==> src/rtl/zad_8_1.sv <==
// rtl/zad_8_1.sv - sequential Q5.19 reciprocal of an unsigned integer
// Restoring divider computing floor(2^FRAC_W / x), one quotient bit per clock, MSB first.
module zad_8_1 #(
  parameter int IN_W   = 16,
  parameter int FRAC_W = 19,
  parameter int OUT_W  = 24
) (
  input  logic             clk,
  input  logic             rst,
  input  logic             start,
  input  logic [IN_W-1:0]  input0,
  output logic             ready,
  output logic [OUT_W-1:0] output0
);

  localparam int CNT_W = $clog2(OUT_W + 1);

  typedef enum logic {IDLE, BUSY} state_t;

  state_t             state, state_nxt;
  logic [IN_W-1:0]    divisor;
  logic [IN_W-1:0]    rem;
  logic [OUT_W-2:0]   quot;
  logic [CNT_W-1:0]   cnt;
  logic               din;
  logic               last;
  logic [IN_W:0]      rem_sh;
  logic               ge;

  // Dividend 2^FRAC_W has a single set bit; step with cnt=c consumes bit c-1.
  assign din    = (cnt == CNT_W'(FRAC_W + 1));
  assign last   = (cnt == CNT_W'(1));
  assign rem_sh = {rem, din};
  // With divisor 0 every step succeeds, so the quotient saturates to all ones.
  assign ge     = (rem_sh >= {1'b0, divisor});

  always_comb begin
    state_nxt = state;
    case (state)
      IDLE: if (start) state_nxt = BUSY;
      BUSY: if (last)  state_nxt = IDLE;
      default:         state_nxt = IDLE;
    endcase
  end

  always_ff @(posedge clk or posedge rst) begin
    if (rst) begin
      state <= IDLE;
    end else begin
      state <= state_nxt;
    end
  end

  always_ff @(posedge clk or posedge rst) begin
    if (rst) begin
      divisor <= '0;
      rem     <= '0;
      quot    <= '0;
      cnt     <= '0;
      ready   <= 1'b0;
      output0 <= '0;
    end else begin
      ready <= 1'b0;
      case (state)
        IDLE: begin
          if (start) begin
            divisor <= input0;
            rem     <= '0;
            quot    <= '0;
            cnt     <= CNT_W'(OUT_W);
          end
        end
        BUSY: begin
          rem  <= ge ? IN_W'(rem_sh - {1'b0, divisor}) : rem_sh[IN_W-1:0];
          quot <= {quot[OUT_W-3:0], ge};
          cnt  <= cnt - CNT_W'(1);
          if (last) begin
            output0 <= {quot, ge};
            ready   <= 1'b1;
          end
        end
        default: ;
      endcase
    end
  end

endmodule

==> config.mk <==
export PLATFORM = sky130hd
export DESIGN_NAME = zad_8_1
export DESIGN_NICKNAME = d
export VERILOG_FILES = /design/src/rtl/zad_8_1.sv
export SDC_FILE = /design/constraint.sdc
export NUM_CORES = 1
export LEC_CHECK = 0
export ABC_AREA = 0
export CORE_ASPECT_RATIO = 0.8
export CORE_MARGIN = 1.5
export CORE_UTILIZATION = 55
export CTS_CLUSTER_SIZE = 12
export DETAILED_ROUTE_END_ITERATION = 10
export PLACE_DENSITY = 0.78
export SYNTH_ARGS = -nofsm -noshare
export SYNTH_HDL_FRONTEND = slang
export SYNTH_SLANG_ARGS = --single-unit
==> constraint.sdc <==
create_clock -name clk -period 6.49 [get_ports clk]
set_input_delay 0.649 -clock clk [delete_from_list [all_inputs] [get_ports clk]]
set_output_delay 0.649 -clock clk [all_outputs]
set_load 0.01 [all_outputs]
* Word-level counts from Yosys, hierarchy flattened
Cells that the tools add are included.
Storage, ports and cells: register bits after elaboration 86, bits in latches 0, RAM bits 0, memory bits (read-only) 0, input bits 19, output and inout port bits 25, word-level logic and storage cells 28, memories kept 0
Cells by class: add/sub/neg operators 2, multiply operators 0, div/mod/pow operators 0, $lt $le $gt $ge 1, equality and inequality tests 3, shift-type cells 0, multiplexer cells 12, bitwise operators 1, reductions and logical operators 2
Operator list (count):
- 23-bit case mux with 2 select lines | 1
- 16-bit 2-to-1 mux | 2
- 16-bit case mux with 2 select lines | 1
- 23-bit 2-to-1 mux | 1
- 17-bit by 16-bit greater-or-equal comparator with 1-bit output | 1
- 16-bit subtractor | 1
- 5-bit case mux with 2 select lines | 1
- 5-bit by 1-bit == test with 1-bit output (second input constant) | 1
- 5-bit == test (second input constant) | 1
- 5-bit 2-to-1 mux | 1
- 5-bit by 1-bit subtractor with 5-bit output (second input constant) | 1
- 1-bit 2-to-1 mux | 4
- 2-bit AND reduction | 2
- 2-bit != test (second input constant) | 1
- 1-bit case mux with 2 select lines | 1
- 1-bit inverter | 1

* Logic depth before layout (Yosys ltp)
depth after elaboration 4, gate-level depth with buffers 13, mapped depth without buffers 12

* Least setup slack after synthesis
No wires, ideal clock.
path type register to register, from reg cnt[0], to reg rem[12], setup time 0.126 ns, arrival time 2.295 ns, data required time 6.364 ns, setup slack 4.068 ns, cell stages (with the launch flop) 13, buffers on the path 0, clock period less this slack 2.422 ns, path through dfrtp_1 inv_1 ha_1 nand4b_1 ha_1 fa_1 nor2b_1 o31ai_2 a21oi_1 a211o_1 o32ai_1 xor2_1 o21ai_1
Between the ends: word-level cells in the longest chain between the ends 4
RTL lines:
- start, declared | line 24 | logic [CNT_W-1:0] cnt;
- start signal, assigned | line 70 | cnt <= CNT_W'(OUT_W);
- start signal, assigned | line 76 | cnt <= cnt - CNT_W'(1);
- 5-bit == test (*) | line 31 | assign din = (cnt == CNT_W'(FRAC_W + 1));
- 16-bit subtractor / 17-bit by 16-bit greater-or-equal comparator with 1-bit output (equally long branches) | line 74, 35
- 16-bit 2-to-1 mux (*) | line 74 | rem <= ge ? IN_W'(rem_sh - {1'b0, divisor}) : rem_sh[IN_W-1:0];
- 16-bit case mux with 2 select lines (*) | line 64 | case (state)
- end signal, assigned | line 74
- end, declared | line 22 | logic [IN_W-1:0] rem;
Every way passes the cells marked *; elsewhere a longest branch is shown, timed or not. A chain may end at the register's enable or synchronous reset.

* Final worst setup path
from reg state, to reg output0[14]
Between the ends: word-level cells in the longest chain between the ends 1
RTL lines:
- start, declared | line 20 | state_t state, state_nxt;
- start signal, assigned | line 50 | state <= state_nxt;
- 2-bit AND reduction (no line)
- end signal, assigned | line 78 | output0 <= {quot, ge};
- end, declared | line 13 | output logic [OUT_W-1:0] output0
No other way between the ends.

==> key figures <==
Worst setup path
  – CP Max Fanout: 26
  – Critical path type: reg -> reg
  – Worst path bufs/invs: 1
  – Crit. Startpoint: state
  – Reg-to-reg critical path startpoint: state
  – Cell family with the largest share of critical-path delay: simple AND/OR/NAND/NOR gates
  – FF-to-FF End: output0[14]
  – CP dominant cell by count: nand2_1
  – Slowest-stage cell, CP: nand4b_1
  – WP data arrival: 3.26 ns
  – CP endpoint kind: flop
  – Register-to-register setup slack: 3.53 ns
  – CP peak stage delay: 1.08 ns
  – Critical path required time: 6.79 ns
  – R2r worst-path depth: 4
  – Worst setup SP type: flop
  – Cell Chain, Critical Path: nand4b_1 -> inv_2 -> nand2_1 -> nand2_1

Global routing
  – First-pass GRT wire length: 15100 um
  – Initial antenna violation count: 0
  – Pin count of the biggest net entering global routing: 87
  – Overflow after GRT: 0
  – Vias in the first global route: 3285
  – Tot GR Track Use: 23.4%

Synth
  – Post-Synth Simple-Gate Area: 19.1%
  – Main combinational cell family by area after synthesis: simple AND/OR/NAND/NOR gates
  – Sequential fraction of the synthesis area: 50.1%
  – Synth unique cells: 49
  – Synth Area in XOR/XNOR: 2.24%
  – Post-synthesis register bit count: 86
  – Number of flops mapped to enable cells by yosys: 0
  – Cell Area, Synth: 0.00430 mm^2
  – Largest cells by area after synthesis: dfrtp_1, nand2_1, ha_1
  – Post-synthesis mux area share: 0.495%
  – Post-synthesis async set-or-reset flop share: 100%
  – Synth Flop Type: dfrtp_1
  – Ys Warns: 0
  – Cell taking the most area after synthesis: dfrtp_1
  – Synth Area in Compound Gates: 17.6%
  – Synthesized Nets: 524
  – Synth top area share: 50.1%
  – Post-synthesis adder-cell area fraction: 6.00%
  – Synthesized area per cell: 8.86 um^2
  – Synth Instances: 485

Power
  – Pwr dens: 602 mW/mm^2
  – VDD IR max: 0.346 mV
  – Leak Pwr: 2.35 nW

Timing
  – Relative slew slack: 16.8%
  – Hold Vio Cnt, Final: 0
  – RSZ-0062 raised after global routing: false
  – Clock skew: 0.00868 ns
  – Final WS setup: 3.53 ns
  – Minimum clock period: 2.96 ns
  – Period utilisation layout: 45.6%
  – Setup TNS: 0 ns
  – Slew @ Worst Pin: 1.24 ns
  – Final setup violation count: 0
  – WHS: 0.479 ns
  – Pins Over Slew Limit: 0
  – Max frequency: 338 MHz

Die
  – Io pins: 44
  – Die width: 102 um
  – Die height: 82.1 um
  – Initial core utilization: 57.3%
  – Core area: 0.00750 mm^2
  – FP Rows: 28
  – Total die area: 0.00836 mm^2

Detailed routing
  – Initial DRC count: 213
  – Vias: 3448
  – Wire per inst: 13.9 um
  – Post-Route WL: 8770 um
  – Antenna violation net count after detailed routing: 0
  – DRC viols: 0
  – Drt pass-1 iters: 4
  – Via-to-Cell Ratio: 5.47

Clock network
  – H-tree levels: 3
  – # resized after CTS: 0
  – Setup Fix Bufs, Post-CTS: 0
  – Clk_lat worst skew: 0.36 ns
  – CTS Buf Count: 9
  – Clock Sinks: 86
  – Clk buf depth: 2
  – # hold bufs at CTS: 0
  – CTS tree: yes
  – Clock transition at path regs: 0.09 ns
  – CTS root buf: clkbuf_8

Final layout
  – N_diodes: 0
  – Fraction of layout cells with a size suffix above 1: 5.52%
  – Area delta synth->final: 16.6%
  – Nets@finish: 559

Placement
  – DP Worst Slack: 3.34 ns
  – PortBufs: 43
  – Half-perimeter wire length after placement: 5850 um
  – RePlAce Congestion: 0.846

Worst hold path
  – Hold path startpoint: output0[14]
  – Hold/Removal Path Class: reg -> reg
  – Hold depth: 2
  – Hold path endpoint: output0[14]

Outcome
  – Status: complete, no violations

Run
  – Max Cap Viol: 0
-- synth_stat cells (all sizes together), types with 3 or more instances --
cell	n
nor2	21
nor3	5
a21oi	18
and3	6
nand4	3
ha	19
inv	22
a31oi	6
buf	6
o32ai	5
a21o	11
nand2	151
nand3	6
xnor2	5
xor2	6
clkbuf	17
a211oi	3
dfrtp	86
o21ai	53
o21a	4
-- per-layer routing --
layer  part of all wire, %  wire, um  global-route usage (%)
met1                    48      4230                    32.7
met2                    46      4040                    37.4
met3                   4.5       395                    5.36
met4                   1.1        98                    6.03
met5                     0         0                       0
-- placed cells by master, fill, tap and decap left out, drive strengths merged, types with 6 or more instances in the layout --
cell type,count
xor2,6
dfrtp,86
a31oi,6
a21oi,18
clkbuf,9
ha,19
clkdlybuf4s50,43
and3,6
nand2,151
nand3,6
inv,24
a21o,11
nor2,21
o21ai,53
-- how the worst max path moves through the flow --
stage	endpoint	slack, ns	cells after the start
2_1_floorplan	cnt[0]	3.62	1
3_3_place_gp	divisor[0]	3.41	6
3_5_place_dp	divisor[0]	3.34	6
4_1_cts	output0[14]	3.59	4
5_1_grt	output0[3]	3.23	4
6_report	output0[14]	3.53	4
-- final cells by class --
type | instances | area (um^2)
flip-flops and latches | 86 | 2150
repair buffers | 47 | 460
fillers | 642 | 2480
well taps | 105 | 131
clock inverters | 7 | 104
inverters | 23 | 87.6
multi-input cells | 353 | 1960
clock buffers | 9 | 124
-- worst min-delay path, stage by stage (launching register included) --
cell and delay, ns:
dfrtp_1 0.35, nand2_1 0.05, nand2_1 0.05
-- flip-flops by register name, summed over array words and instances, names as in the netlist --
| name | count |
|---|---|
| ready | 1 |
| rem | 16 |
| state | 1 |
| output0 | 24 |
| quot | 23 |
| cnt | 5 |
| divisor | 16 |
-- through the flow --
| stage | total power, mW | util, % | cell area, um^2 | cells |
|---|---|---|---|---|
| after CTS | 3.03 | 66.9 | 5010 | 630 |
| after floorplan | 2.19 | - | 4300 | 485 |
| final | 3.02 | 66.9 | 5010 | 630 |
| after detailed placement | 2.59 | 63.9 | 4790 | 614 |
| after global routing | 3.30 | 66.9 | 5010 | 630 |
| after global placement | 2.53 | 63.9 | 4790 | 614 |
-- kinds of logic (layout without fill, tap and decap cells) --
logic type	count (synthesis)	count (layout)
and+or+nand+nor	201	201
DFF	86	86
muxes	2	2
xor gates and xnor gates	11	11
adders and majority gates	20	20
AOI/OAI and AO/OA	119	119
buffers and inverters	46	86
-- report_power, final --
group | internal [mW] | total (mW) | switching (mW) | leakage [nW]
sequential | 0.810 | 0.995 | 0.185 | 1.04
clock | 0.222 | 0.429 | 0.207 | 0.108
combinational | 0.727 | 1.60 | 0.869 | 1.19
(Power assumes the default switching activity.)
